--- src/rtl/drive_input_controller.sv ---
// Driver-input front end: debounces the P/R/N/D buttons, classifies brake pedal
// level with hysteresis and runs the speed-aware shift-interlock gear FSM.
module drive_input_controller #(
    parameter int DEBOUNCE_TICKS = 4,
    parameter int BRAKE_ON_TH    = 40,
    parameter int BRAKE_HARD_TH  = 160,
    parameter int BRAKE_HYST     = 8
) (
    input  logic       clk,
    input  logic       rst,
    input  logic       engine_on,
    input  logic       tick_sample,
    input  logic       btn_p,
    input  logic       btn_r,
    input  logic       btn_n,
    input  logic       btn_d,
    input  logic [7:0] adc_brake,
    input  logic [7:0] speed,
    output logic [3:0] current_gear,
    output logic       is_brake_normal,
    output logic       is_brake_hard,
    output logic       gear_changed,
    output logic       shift_reject
);

    localparam logic [3:0] GEAR_P = 4'd3;
    localparam logic [3:0] GEAR_R = 4'd6;
    localparam logic [3:0] GEAR_N = 4'd9;
    localparam logic [3:0] GEAR_D = 4'd12;

    localparam logic [3:0] DB_LIMIT     = 4'(DEBOUNCE_TICKS);
    localparam logic [7:0] ON_TH        = 8'(BRAKE_ON_TH);
    localparam logic [7:0] HARD_TH      = 8'(BRAKE_HARD_TH);
    localparam logic [7:0] OFF_TH       = 8'(BRAKE_ON_TH - BRAKE_HYST);
    localparam logic [7:0] HARD_EXIT_TH = 8'(BRAKE_HARD_TH - BRAKE_HYST);

    typedef enum logic [1:0] {B_OFF = 2'd0, B_NORMAL = 2'd1, B_HARD = 2'd2} brake_t;

    // Bit 3 = P (highest priority) down to bit 0 = D.
    logic [3:0] raw;
    logic [3:0] deb_r;
    logic [3:0] deb_next;
    logic [3:0] cnt_r [4];
    logic [3:0] cnt_next [4];
    logic [3:0] rise;
    logic       req_valid;
    logic [3:0] req_gear;

    brake_t     brake_r;
    brake_t     brake_next;

    logic [3:0] gear_r;
    logic [3:0] gear_next;
    logic       accept;
    logic       reject;
    logic       changed_r;
    logic       reject_r;

    assign raw = {btn_p, btn_r, btn_n, btn_d};

    // Debounce next-state: counter runs while raw disagrees with the debounced level.
    always_comb begin
        for (int i = 0; i < 4; i++) begin
            deb_next[i] = deb_r[i];
            cnt_next[i] = cnt_r[i];
            if (tick_sample) begin
                if (raw[i] == deb_r[i]) begin
                    cnt_next[i] = 4'd0;
                end else if (cnt_r[i] + 4'd1 == DB_LIMIT) begin
                    deb_next[i] = raw[i];
                    cnt_next[i] = 4'd0;
                end else begin
                    cnt_next[i] = cnt_r[i] + 4'd1;
                end
            end else begin
                cnt_next[i] = cnt_r[i];
            end
        end
    end

    assign rise = deb_next & ~deb_r;

    // Priority arbitration; lower-priority simultaneous requests are dropped.
    always_comb begin
        req_valid = 1'b1;
        req_gear  = GEAR_P;
        if (rise[3]) begin
            req_gear = GEAR_P;
        end else if (rise[2]) begin
            req_gear = GEAR_R;
        end else if (rise[1]) begin
            req_gear = GEAR_N;
        end else if (rise[0]) begin
            req_gear = GEAR_D;
        end else begin
            req_valid = 1'b0;
        end
    end

    // Brake classification next-state with release hysteresis.
    always_comb begin
        brake_next = brake_r;
        if (tick_sample) begin
            case (brake_r)
                B_OFF: begin
                    if (adc_brake >= HARD_TH)    brake_next = B_HARD;
                    else if (adc_brake >= ON_TH) brake_next = B_NORMAL;
                    else                         brake_next = B_OFF;
                end
                B_NORMAL: begin
                    if (adc_brake >= HARD_TH)     brake_next = B_HARD;
                    else if (adc_brake < OFF_TH)  brake_next = B_OFF;
                    else                          brake_next = B_NORMAL;
                end
                B_HARD: begin
                    if (adc_brake < OFF_TH)            brake_next = B_OFF;
                    else if (adc_brake < HARD_EXIT_TH) brake_next = B_NORMAL;
                    else                               brake_next = B_HARD;
                end
                default: brake_next = B_OFF;
            endcase
        end else begin
            brake_next = brake_r;
        end
    end

    // Shift interlock: decides accept/reject for the arbitrated request.
    always_comb begin
        gear_next = gear_r;
        accept    = 1'b0;
        reject    = 1'b0;
        if (req_valid && (req_gear != gear_r)) begin
            if (!engine_on && (req_gear != GEAR_P)) begin
                reject = 1'b1;
            end else if ((gear_r == GEAR_P) && (brake_r == B_OFF)) begin
                reject = 1'b1;
            end else if (((req_gear == GEAR_P) || (req_gear == GEAR_R)) && (speed != 8'd0)) begin
                reject = 1'b1;
            end else if ((req_gear == GEAR_D) && (gear_r == GEAR_R) && (speed != 8'd0)) begin
                reject = 1'b1;
            end else begin
                accept    = 1'b1;
                gear_next = req_gear;
            end
        end else begin
            gear_next = gear_r;
        end
    end

    // State and pulse registers.
    always_ff @(posedge clk) begin
        if (rst) begin
            deb_r     <= 4'd0;
            for (int i = 0; i < 4; i++) cnt_r[i] <= 4'd0;
            brake_r   <= B_OFF;
            gear_r    <= GEAR_P;
            changed_r <= 1'b0;
            reject_r  <= 1'b0;
        end else begin
            deb_r     <= deb_next;
            for (int i = 0; i < 4; i++) cnt_r[i] <= cnt_next[i];
            brake_r   <= brake_next;
            gear_r    <= gear_next;
            changed_r <= accept;
            reject_r  <= reject;
        end
    end

    // Output decode from registered state.
    always_comb begin
        current_gear    = gear_r;
        is_brake_normal = (brake_r == B_NORMAL);
        is_brake_hard   = (brake_r == B_HARD);
        gear_changed    = changed_r;
        shift_reject    = reject_r;
    end

endmodule

--- config.mk ---
export PLATFORM = sky130hd
export DESIGN_NAME = drive_input_controller
export DESIGN_NICKNAME = d
export VERILOG_FILES = /design/src/rtl/drive_input_controller.sv
export SDC_FILE = /design/constraint.sdc
export NUM_CORES = 1
export LEC_CHECK = 0
export ABC_AREA = 1
export CORE_MARGIN = 2
export CORE_UTILIZATION = 55
export CTS_CLUSTER_SIZE = 14
export DETAILED_ROUTE_END_ITERATION = 6
export PLACE_DENSITY = 0.84
export SLEW_MARGIN = 10
export SYNTH_ARGS = -nofsm -noshare
export SYNTH_HDL_FRONTEND = slang
export SYNTH_SLANG_ARGS = --single-unit
--- constraint.sdc ---
create_clock -name clk -period 2.6 [get_ports clk]
set_input_delay 0.26 -clock clk [delete_from_list [all_inputs] [get_ports clk]]
set_output_delay 0.26 -clock clk [all_outputs]
set_load 0.005 [all_outputs]
==> metrics.csv <==
stage,metric,value,unit
clock_tree,CTS H-Tree Depth,1,
power,Pleak,0.8957,nW
logic_synthesis,post-synthesis adder-cell area fraction,4.662,%
clock_tree,Longest Clk Path Bufs,2,
cells_and_area,Antenna Diode Count,0,
setup_path,Setup crit start,cnt_r[3][0],
detailed_routing,drt first-iter violations,49,
logic_synthesis,post-synthesis instance total,239,
grt,global-route met2 utilization,35.06,%
cells_and_area,area of the multi-input gates,888.4,um^2
logic_synthesis,complex-gate fraction of the synthesized area,12.28,%
setup_path,CP max-delay cell,dfxtp_1,
power,maximum VDD drop,0.0003223,V
detailed_routing,Via-to-Cell Ratio,5.127,
grt,M1 GR Usage,25.76,%
setup_path,FF-to-FF End,current_gear[2],
detailed_routing,post-route DRC violation count,0,
floorplan,Site Rows,19,
setup_path,crit end category,flop,
setup_path,Worst EP required,2.84,ns
floorplan,Initial Util,58.39,%
clock_tree,CTS tree,done,
worst_hold_path,worst hold start,cnt_r[2][0],
sta,Fin. Hold Viols,0,
sta,minimum clock period,2.038,ns
job,Max-Cap Viols,0,
status,status,completed,
detailed_routing,routed wire length,3144,um
placed_design,pre-CTS WS,0.3047,ns
setup_path,CP top delay family,simple AND/OR/NAND/NOR gates,
power,Net Sw Frac,22.38,%
setup_path,worst-path maximum fanout,6,
logic_synthesis,Post-Synth Simple-Gate Area,34.97,%
cells_and_area,post-synthesis to final-layout area growth,23.08,%
power,Logic pwr share,11.9,%
worst_hold_path,HP Class,flop to flop,
grt,first-pass GRT wire length,5333,um
cells_and_area,"commonest non-fill, non-tap cells in the layout","nand2_1, inv_1, dfxtp_1, clkdlybuf4s50_1, nor2_1",
clock_tree,Setup Buffers After CTS,0,
cells_and_area,Final nets,300,
sta,final slew viol count,0,
power,overall power,0.0008312,W
sta,Max transition margin,76.98,%
logic_synthesis,Yosys warnings,0,
clock_tree,TritonCTS sink count,28,
setup_path,WP depth,11,
logic_synthesis,"Seq/Total Area, Yosys",34.81,%
placed_design,DP HPWL,2391,um
detailed_routing,DRT antenna net count,0,
logic_synthesis,multiplexer area fraction after synthesis,0,%
clock_tree,cts repair resizes,0,
logic_synthesis,Post-Syn Area,0.001610,mm^2
cells_and_area,post-layout util,71.87,%
setup_path,R2R setup slack,0.56,ns
detailed_routing,routed len/inst,10.48,um
clock_tree,TritonCTS Buffers,3,
sta,setup violators final,0,
floorplan,IO Pins,32,
setup_path,WP buf/inv,1,
setup_path,R2R Path Start,cnt_r[3][0],
setup_path,CP peak stage delay,0.47,ns
detailed_routing,vias,1538,
setup_path,Critical Path AT,2.28,ns
logic_synthesis,"Net Count, Synth",269,
placed_design,routability cong.,0.8160,
placed_design,IO buf count,28,
setup_path,worst setup path endpoint,current_gear[2],
logic_synthesis,syn_area_per_cell,6.738,um^2
clock_tree,Worst-Skew Late Latency,0.32,ns
sta,setup ws final,0.5619,ns
grt,Top Usage Layer GRT,met2,
floorplan,Core Footprint,0.002758,mm^2
grt,largest net degree at the start of global routing,20,
sta,RSZ-0062 raised after global routing,no,
cells_and_area,fraction of layout cells with a size suffix above 1,8.178,%
cells_and_area,"commonest non-fill, non-tap cell in the layout",nand2_1,
logic_synthesis,largest family of logic cells by synthesized area,simple AND/OR/NAND/NOR gates,
power,Flop pwr share,54.1,%
power,clock power share,34.0,%
grt,met3 GRT Util,2.009,%
power,Int Pwr,0.0006452,W
grt,vias in the first global route,1299,
logic_synthesis,post-synthesis xor/xnor area fraction,3.263,%
grt,total grt overflow,0,
sta,setup TNS,0,ns
sta,period utilisation layout,78.39,%
detailed_routing,first-pass detailed-route iteration total,4,
logic_synthesis,"FF+latch count, synth",28,
setup_path,Setup crit start kind,flop,
sta,fmax,490.7,MHz
setup_path,crit-path cells,ha_1 -> xor2_1 -> nand4_2 -> nor2_2 -> inv_1 -> nand3_1 -> a21oi_2 -> nor2_2 -> nand3_1 -> nand2_1 -> nor2_2,
setup_path,CP Class,flop to flop,
placed_design,DP Area,0.001929,mm^2
floorplan,Die ar.,0.003377,mm^2
power,Pwr Density,419.4,mW/mm^2
power,P_sw,0.0001860,W
logic_synthesis,Yosys cell types,30,
cells_and_area,fin area,0.001982,mm^2
floorplan,Die Ht,58.11,um
grt,gr usage total,19.68,%
sta,Worst Skew,0.001915,ns
clock_tree,Hold Buf Count CTS,0,
cells_and_area,Fill cells,237,
clock_tree,root buffer cell,clkbuf_4,
worst_hold_path,WHS Path Cells,2,
grt,antenna violations before repair,0,
cells_and_area,Register Area,560.5,um^2
setup_path,Most Frequent Cell on Critical Path,nor2_2,
sta,Worst-Margin Slew,0.3454,ns
floorplan,Die W,58.11,um
clock_tree,"Reg clk slew, reported paths",0.15,ns
setup_path,worst-case reg-to-reg path depth,11,
==> metal layers <==
metal  up-vias  part of all wire, %
li1        835                    -
met1       690                   50
met2        11                   47
met3         2                  2.2
met4         0                 0.60
met5         -                    0
==> worst min path at each step <==
stage	end	slack (ns)
6_report	cnt_r[2][0]	0.49
5_1_grt	cnt_r[2][0]	0.53
4_1_cts	cnt_r[0][3]	0.49
3_5_place_dp	cnt_r[0][3]	0.47
3_3_place_gp	cnt_r[0][3]	0.47
2_1_floorplan	deb_r[1]	0.40
==> per-stage QoR <==
step	hold slack, ns	std cells
2_1_floorplan	0.3992	239
3_3_place_gp	0.4668	296
3_5_place_dp	0.4702	296
4_1_cts	0.4911	300
5_1_grt	0.5336	300
6_report	0.4897	300
==> sequential cells by signal (all words and copies together) (netlist names) <==
signal and flops:
brake_r 2, cnt_r 16, current_gear 4, deb_r 4, gear_changed 1, shift_reject 1
==> kinds of logic after synthesis <==
kind of cell | Yosys count
compound gates | 34
xor+xnor | 6
fa+ha+maj | 6
buf+inv | 43
flops | 28
simple gates | 122
==> power by group through the flow <==
stage / Combinational, W / Sequential, W / Clock, W
6_report: 0.0000988 / 0.000450 / 0.000283
5_1_grt: 0.000111 / 0.000451 / 0.000305
4_1_cts: 0.0000992 / 0.000450 / 0.000292
3_5_place_dp: 0.0000987 / 0.000459 / 0
3_3_place_gp: 0.0000976 / 0.000459 / 0
2_1_floorplan: 0.0000493 / 0.000457 / 0
==> cell type report <==
cell class	instances	area share, %
inverter	39	7.386
timing repair buffer	30	14.90
sequential	28	28.28
clock buffer	3	1.136
tap	31	1.957
clock inverter	1	1.515
multi-input combinational	168	44.82
==> cell usage after synthesis (all sizes together) <==
cell type | count | area share [%]
ha | 6 | 4.7
nor2 | 29 | 8.0
xnor2 | 1 | 0.54
a41oi | 1 | 0.54
o22ai | 1 | 0.39
a21oi | 16 | 5.2
and3 | 1 | 0.39
nor3 | 5 | 1.6
nand4 | 7 | 3.1
inv | 39 | 9.1
buf | 1 | 0.23
xor2 | 5 | 2.7
o31ai | 1 | 0.47
nand3 | 20 | 6.5
nand2 | 56 | 14
nand3b | 2 | 0.93
dfxtp | 28 | 35
a211oi | 5 | 2.3
a31oi | 1 | 0.39
nor4 | 2 | 0.78
clkbuf | 3 | 0.70
o21ai | 8 | 2.5
o21a | 1 | 0.47
==> worst min-delay path: cells and delay by family, from the launching register on <==
kind | cells | cell delay, ns
buffers and inverters | 1 | 0.05
AO/OA/AOI/OAI | 1 | 0.06
flip-flops | 1 | 0.35
No activity file was read; power rests on OpenSTA's default activity.
